<file path="src/rtl/vga_pix_unpack.sv">
`default_nettype none
// ============================================================================
// vga_pix_unpack : unpacks 32-bit video words into 24-bit RGB line-FIFO pixels
// Revision: 1.0
// ============================================================================
module vga_pix_unpack (
    input  logic        clk_i,
    input  logic        nrst_i,
    input  logic        ctrl_ven,
    input  logic [1:0]  ctrl_cd,
    input  logic        ctrl_pc,
    input  logic        clut_bank_i,
    input  logic [31:0] vdat_i,
    input  logic        vdat_empty_i,
    output logic        vdat_rreq_o,
    output logic        clut_req_o,
    output logic [8:0]  clut_adr_o,
    input  logic        clut_ack_i,
    input  logic [23:0] clut_q_i,
    output logic        pix_wreq_o,
    output logic [23:0] pix_d_o,
    input  logic        pix_full_i
);

    typedef enum logic [1:0] {
        S_IDLE  = 2'd0,
        S_FETCH = 2'd1,
        S_EMIT  = 2'd2,
        S_CLUT  = 2'd3
    } state_t;

    localparam logic [1:0] CD_8  = 2'b00;
    localparam logic [1:0] CD_16 = 2'b01;
    localparam logic [1:0] CD_24 = 2'b10;

    state_t      state_q;
    logic [1:0]  cd_q;
    logic        pc_q;
    logic [31:0] word_q;
    logic [1:0]  idx_q;
    logic [1:0]  phase_q;
    logic [15:0] res_q;
    logic        pix_wreq_q;
    logic [23:0] pix_d_q;
    logic        clut_req_q;
    logic [8:0]  clut_adr_q;

    logic [7:0]  w_byte;
    logic [15:0] w_half;
    logic [23:0] w_pix;
    logic        w_last;
    logic [1:0]  idx_d;
    logic [1:0]  phase_d;
    logic [15:0] res_d;
    state_t      adv_state_d;

    always_comb begin
        case (idx_q)
            2'd0:    w_byte = word_q[31:24];
            2'd1:    w_byte = word_q[23:16];
            2'd2:    w_byte = word_q[15:8];
            default: w_byte = word_q[7:0];
        endcase
        w_half = idx_q[0] ? word_q[15:0] : word_q[31:16];
        w_pix  = word_q[23:0];
        w_last = 1'b1;
        case (cd_q)
            CD_8: begin
                w_pix  = {w_byte, w_byte, w_byte};
                w_last = (idx_q == 2'd3);
            end
            CD_16: begin
                w_pix  = {w_half[15:11], w_half[15:13],
                          w_half[10:5],  w_half[10:9],
                          w_half[4:0],   w_half[4:2]};
                w_last = idx_q[0];
            end
            CD_24: begin
                // Phase 2 is the only phase that yields two pixels from one word
                case (phase_q)
                    2'd0:    w_pix = word_q[31:8];
                    2'd1:    w_pix = {res_q[7:0], word_q[31:16]};
                    2'd2:    w_pix = {res_q, word_q[31:24]};
                    default: w_pix = word_q[23:0];
                endcase
                w_last = (phase_q != 2'd2);
            end
            default: begin
                w_pix  = word_q[23:0];
                w_last = 1'b1;
            end
        endcase
    end

    always_comb begin
        idx_d       = w_last ? 2'd0 : idx_q + 2'd1;
        phase_d     = phase_q;
        res_d       = res_q;
        adv_state_d = w_last ? S_FETCH : S_EMIT;
        if (cd_q == CD_24) begin
            phase_d = phase_q + 2'd1;
            if (phase_q == 2'd0 || phase_q == 2'd1) begin
                res_d = word_q[15:0];
            end
        end
    end

    assign vdat_rreq_o = (state_q == S_FETCH) & ~vdat_empty_i & ctrl_ven;
    assign clut_req_o  = clut_req_q;
    assign clut_adr_o  = clut_adr_q;
    assign pix_wreq_o  = pix_wreq_q;
    assign pix_d_o     = pix_d_q;

    always_ff @(posedge clk_i or negedge nrst_i) begin
        if (!nrst_i) begin
            state_q    <= S_IDLE;
            cd_q       <= 2'b00;
            pc_q       <= 1'b0;
            word_q     <= 32'h0;
            idx_q      <= 2'd0;
            phase_q    <= 2'd0;
            res_q      <= 16'h0;
            pix_wreq_q <= 1'b0;
            pix_d_q    <= 24'h0;
            clut_req_q <= 1'b0;
            clut_adr_q <= 9'h0;
        end else begin
            pix_wreq_q <= 1'b0;
            if (!ctrl_ven) begin
                state_q    <= S_IDLE;
                idx_q      <= 2'd0;
                phase_q    <= 2'd0;
                res_q      <= 16'h0;
                clut_req_q <= 1'b0;
                clut_adr_q <= 9'h0;
            end else begin
                case (state_q)
                    S_IDLE: begin
                        cd_q    <= ctrl_cd;
                        pc_q    <= ctrl_pc;
                        state_q <= S_FETCH;
                    end
                    S_FETCH: begin
                        if (!vdat_empty_i) begin
                            word_q  <= vdat_i;
                            state_q <= S_EMIT;
                        end
                    end
                    S_EMIT: begin
                        if (!pix_full_i) begin
                            if (cd_q == CD_8 && pc_q) begin
                                clut_req_q <= 1'b1;
                                clut_adr_q <= {clut_bank_i, w_byte};
                                state_q    <= S_CLUT;
                            end else begin
                                pix_wreq_q <= 1'b1;
                                pix_d_q    <= w_pix;
                                idx_q      <= idx_d;
                                phase_q    <= phase_d;
                                res_q      <= res_d;
                                state_q    <= adv_state_d;
                            end
                        end
                    end
                    S_CLUT: begin
                        // The last lookup of a word goes straight to FETCH to keep the word rate
                        if (clut_ack_i) begin
                            clut_req_q <= 1'b0;
                            pix_wreq_q <= 1'b1;
                            pix_d_q    <= clut_q_i;
                            idx_q      <= idx_d;
                            state_q    <= adv_state_d;
                        end
                    end
                    default: state_q <= S_IDLE;
                endcase
            end
        end
    end

endmodule
`default_nettype wire

</file>
<file path="config.mk">
export PLATFORM = sky130hd
export DESIGN_NAME = vga_pix_unpack
export DESIGN_NICKNAME = d
export VERILOG_FILES = /design/src/rtl/vga_pix_unpack.sv
export SDC_FILE = /design/constraint.sdc
export NUM_CORES = 1
export LEC_CHECK = 0
export CAP_MARGIN = 30
export CORE_MARGIN = 2
export CORE_UTILIZATION = 30
export DETAILED_ROUTE_END_ITERATION = 8
export SLEW_MARGIN = 20
export SYNTH_ARGS = -nofsm -noshare
export SYNTH_HDL_FRONTEND = slang
export SYNTH_SLANG_ARGS = --single-unit
</file>
<file path="constraint.sdc">
create_clock -name clk_i -period 3.4 [get_ports clk_i]
set_input_delay 0.68 -clock clk_i [delete_from_list [all_inputs] [get_ports clk_i]]
set_output_delay 0.68 -clock clk_i [all_outputs]
set_load 0.01 [all_outputs]
</file>
## After elaboration in Yosys (flattened, before gate mapping)

Cells that the tools add are included.
W data, S select, Z words.

| storage, ports and cells | value |
|---|---|
| output and inout bits | 36 |
| flip-flop bits (word level) | 92 |
| input port bits | 66 |

| operators by class | value |
|---|---|
| bitwise gates (word level) | 3 |
| add/subtract/negate cells | 2 |
| reduce and logical (&&, ||, !) cells | 16 |
| multiplexer cells | 47 |
| equality and inequality tests | 26 |

Operator list:

| kind | number |
|---|---|
| $pmux W24 S3 | 2 |
| $mux W16 | 7 |
| $mux W24 | 3 |
| $pmux W24 S2 | 1 |
| $mux W9 | 4 |
| $mux W2 | 16 |
| $pmux W8 S3 | 1 |
| $ne A3 B3 Y1 const B | 5 |
| $eq A2 B2 Y1 const B | 6 |
| $ne A2 B2 Y1 const B | 6 |
| $reduce_and A4 Y1 | 3 |
| $reduce_and A5 Y1 | 2 |
| $reduce_and A3 Y1 | 3 |
| $eq A2 B1 Y1 const B | 4 |
| $logic_not A2 Y1 | 4 |
| $mux W1 | 8 |
| $ne A2 B1 Y1 const B | 4 |
| $pmux W2 S4 | 1 |
| $add A2 B1 Y2 const B | 2 |
| $pmux W1 S2 | 2 |
| $pmux W2 S2 | 1 |
| $ne A3 B1 Y1 const B | 1 |
| $pmux W1 S3 | 1 |
| $and A1 B1 Y1 | 2 |
| 5 further kinds | 5 |

## Longest topological paths before layout

| logic depth | value |
|---|---|
| word-level depth | 8 |
| gate-level depth with buffers | 9 |
| mapped depth without buffers | 7 |

## Least setup slack after synthesis

No wires, ideal clock.

| path | value |
|---|---|
| path kind | reg-to-reg |
| start point | reg idx_q[0] |
| end point | reg pix_d_q[17], in the netlist pix_d_o[17] |
| setup slack | 1.222 ns |
| setup time | 0.125 ns |
| stages on the path, launching flop included | 10 |
| period minus slack after synthesis | 2.178 ns |
| path buffers | 2 |
| arrival time | 2.053 ns |
| cells stage by stage | dfrtp_1 > buf_2 > inv_1 > ha_1 > clkbuf_1 > a222oi_1 > mux2i_1 > a21oi_1 > a31oi_1 > mux2_4 |

| on the way | value |
|---|---|
| cells in the longest elaborated chain, start to end | 6 |
| elaborated cells on any way between the ends | 9 |
| classes of those cells | 2 x eq/ne; 6 x mux; 1 x reduce/logical |

Ends and longest elaborated chain:

| item | RTL line | RTL |
|---|---|---|
| from (decl) | 40 | `logic [1:0] idx_q;` |
| from (signal assigned) | 158 | `idx_q <= idx_d;` |
| from (signal assigned) | 171 | `idx_q <= idx_d;` |
| $eq A2 B2 Y1, or another cell as far along | 58 | `case (idx_q)` |
| $pmux W8 S3 | 58 |  |
| $pmux W24 S3 (*) | 67 | `case (cd_q)` |
| $mux W24 (*) | 151 | `if (cd_q == CD_8 && pc_q) begin` |
| $mux W24 (*) | 150 | `if (!pix_full_i) begin` |
| $pmux W24 S2 (*) | 137 | `case (state_q)` |
| to (signal assigned) | 157 | `pix_d_q <= w_pix;` |
| to (signal assigned) | 170 | `pix_d_q <= clut_q_i;` |
| to (decl) | 44 | `logic [23:0] pix_d_q;` |

Every way passes the cells marked *; elsewhere a longest branch is shown, timed or not. The select of a mux whose other input is x is not followed.
A chain may end at the register's enable or synchronous reset.

## Worst setup path after layout

| path | value |
|---|---|
| start point | in ctrl_ven |
| end point | out vdat_rreq_o |

| on the way | value |
|---|---|
| cells in the longest elaborated chain, start to end | 1 |

Ends and longest elaborated chain:

| item | RTL line | RTL |
|---|---|---|
| from (decl) | 9 | `input logic ctrl_ven,` |
| $and A1 B1 Y1 | 108 | `assign vdat_rreq_o = (state_q == S_FETCH) & ~vdat_empty_i & ctrl_ven;` |
| to (decl) | 15 | `output logic vdat_rreq_o,` |

Every way passes these cells.

==> impl_results.md <==
- Die area: 18900 sq um
- CP required: 2.72 ns
- CP max-delay cell: clkdlybuf4s50_1
- Critical R2R Launch: idx_q[0]
- Post-CTS setup-driven buffer insertion count: 0
- Post-synth top cells: dfrtp_1 (92), a21oi_1 (45), mux2i_1 (38), nand2_1 (35)
- CP Class: input port to output port
- Number of iterations in the first detailed-routing pass: 6
- Post-synth cell types: 39
- Area Overhead vs Synth: 29.2%
- Number of fill cells in the layout: 1643
- Finish-stage setup viols: 0
- CP top delay family: buffers and inverters
- Seq/Total Area, Yosys: 0.430
- Cell row count: 48
- Worst R2R End: pix_d_o[18]
- Root Driver: clkbuf_16
- Fin Hold WS: 0.372 ns
- Pwr Density: 624 nW/um^2
- R2r worst-path depth: 7
- CTS Hold Buffers Added: 0
- Final Hold Viols: 0
- Gate Count Post-Synth: 546
- Initial antenna violation count: 0
- Die H: 138 um
- CP cell instances: clkdlybuf4s50_1 > nor4bb_4 > clkdlybuf4s50_1
- NetSw: 0.00146 W
- Layout Skew: 0.00799 ns
- Final Util: 0.398
- Final wirelength: 17400 um
- Static leakage: 2.81 nW
- DRC errors left: 0
- Clock insertion delay at the later pin of the skew report: 0.36 ns
- Synthesized area: 5350 sq um
- Worst-margin pin slew: 0.803 ns
- CTS Buf Count: 9
- Combinational Power Share: 0.341
- Fin Setup TNS: 0 ns
- First-pass GRT wire length: 26300 um
- Post-synth top area cell: dfrtp_1
- Clk pwr share: 0.263
- ANT cells: 0
- Arr. time, crit path: 2.29 ns
- Avg Inst Size Synth: 9.80 sq um
- Ys async rst share: 1.00
- Worst Setup Start Kind: input port
- Clk sink count: 92
- Dpl ws: 0.359 ns
- DR vias/cell: 5.55
- Vias in the first global route: 4522
- Adder-cell area share of the yosys netlist: 0.0210
- Post-Synth Simple-Gate Area: 0.0938
- Routed Antenna Nets: 0
- Max cap viols: 0
- Fmax: 0.337 GHz
- Final worst setup slack: 0.434 ns
- Ys flop type: dfrtp_1
- Gpl congestion: 0.932
- CP Max Fanout: 2
- Die width: 138 um
- CP most frequent cell: clkdlybuf4s50_1
- Final global-route overflow total: 0
- Synth area leaders: dfrtp_1 (43%), mux2i_1 (7.1%), mux2_2 (5.3%)
- CTS tree: done
- Total core area: 17400 sq um
- Max stage delay on crit path: 0.64 ns
- Crit. End Element: output port
- Outcome: finished, final reports clean
- Total power: 0.00431 W
- GR Util All Layers: 0.186
- Rel. slew slack: 0.465
- Fin crit period: 2.97 ns
- R2R setup slack: 0.86 ns
- Share of cells above drive strength 1: 0.108
- Via count: 4743
- Post-CTS Resized: 0
- EDFF count, synth: 0
- Worst Hold Class: input port to async pin
- #FFs+latches synth: 92
- Flop pwr share: 0.396
- Post-synthesis mux area share: 0.149
- Buffers & Inverters on Critical Path: 2
- Post-DP HPWL: 12900 um
- IO Pins: 102
- Switching Share: 0.339
- WL per Instance: 20.3 um
- Largest family of logic cells by synthesized area: compound AO/OA/AOI/OAI gates
- Ratio of final minimum period to clock period: 0.872
- # H-tree levels: 3
- Final net count: 701
- Largest net degree at the start of global routing: 54
- Final Slew Violations: 0
- Share of the synthesized area in the top cell type: 0.430
- Ys Warns: 0
- Clk slew on worst S/H paths: 0.06 ns
- Worst IR Drop VDD: 0.266 mV
- RSZ-0062 raised after global routing: no
- Pint: 0.00285 W
- Xor/xnor share of the synthesized area: 0.00164
- Count leader, synth: dfrtp_1
- Post-synthesis compound-gate area fraction: 0.240
- Port Buffers: 101
- Syn nets: 621
- Max clock buf depth: 2
- Initial DRC Count: 547
- Starting Density: 0.308
stage by stage:
stage	area [sq um]	instances
global route	6910	855
global placement	6580	840
floorplan	5350	546
detailed placement	6580	840
CTS	6910	855
finish	6910	855
layout make-up:
cell class	instances	area [sq um]	area share
clock inverter	4	98.8	0.0143
timing repair buffer	116	1150	0.166
clock buffer	11	233	0.0337
inverter	34	130	0.0188
sequential	92	2300	0.333
tap	225	282	0.0407
multi-input combinational	373	2720	0.394
cells in the final DEF, fill, tap and decap left out, types with 14 or more instances in the layout:
cell / instances
clkdlybuf4s50_1: 100
dfrtp_1: 92
a21oi_1: 45
mux2i_1: 38
nand2_1: 35
inv_1: 33
o21ai_0: 30
nor2b_1: 26
mux2_2: 25
a22oi_1: 24
a31oi_1: 24
nor2_1: 20
o22ai_1: 19
a221o_1: 18
buf_4: 14
registers in the layout, indices dropped and copies added (netlist names), 2 cells and up:
signal,count
cd_q,2
res_q,16
state_q,2
phase_q,2
idx_q,2
clut_adr_o,9
pix_d_o,24
word_q,32
kinds of logic (layout without fill, tap and decap cells):
logic type / after synthesis / after routing
AOI/OAI and AO/OA: 193 / 193
buffers and inverters: 81 / 165
and+or+nand+nor: 98 / 98
muxes: 72 / 72
DFF: 92 / 92
adders and majority gates: 9 / 9
xor gates and xnor gates: 1 / 1
per-layer routing:
| metal | share of wire | global-route usage |
|---|---|---|
| met1 | 0.47 | 0.272 |
| met2 | 0.43 | 0.269 |
| met3 | 0.074 | 0.0390 |
| met4 | 0.023 | 0.0699 |
| met5 | 0 | 0 |
worst reg2reg max path: cells and delay by family (launching register included):
kind	cells	cell delay (ns)
AO/OA/AOI/OAI	3	0.98
multiplexers	2	0.50
flip-flops	1	0.45
adder cells (fa/ha/maj)	1	0.34
buffers and inverters	1	0.16
power groups by stage:
stage	Sequential [W]	Clock, W	Combinational [W]
final	0.00171	0.00114	0.00147
after global routing	0.00174	0.00121	0.00159
after CTS	0.00170	0.00116	0.00146
after detailed placement	0.00171	0	0.00146
after global placement	0.00171	0	0.00145
after floorplan	0.00163	0	0.000785
worst max path at each step:
| stage | slack [ns] | to | from | depth (start not counted) |
|---|---|---|---|---|
| final | 0.43 | vdat_rreq_o | ctrl_ven | 3 |
| after global placement | 0.32 | vdat_rreq_o | ctrl_ven | 3 |
| after detailed placement | 0.36 | vdat_rreq_o | ctrl_ven | 3 |
| after CTS | 0.34 | vdat_rreq_o | ctrl_ven | 3 |
| after global routing | 0.34 | vdat_rreq_o | ctrl_ven | 3 |
| after floorplan | 1.22 | pix_d_o[17] | idx_q[0] | 9 |
(Power assumes the default switching activity.)
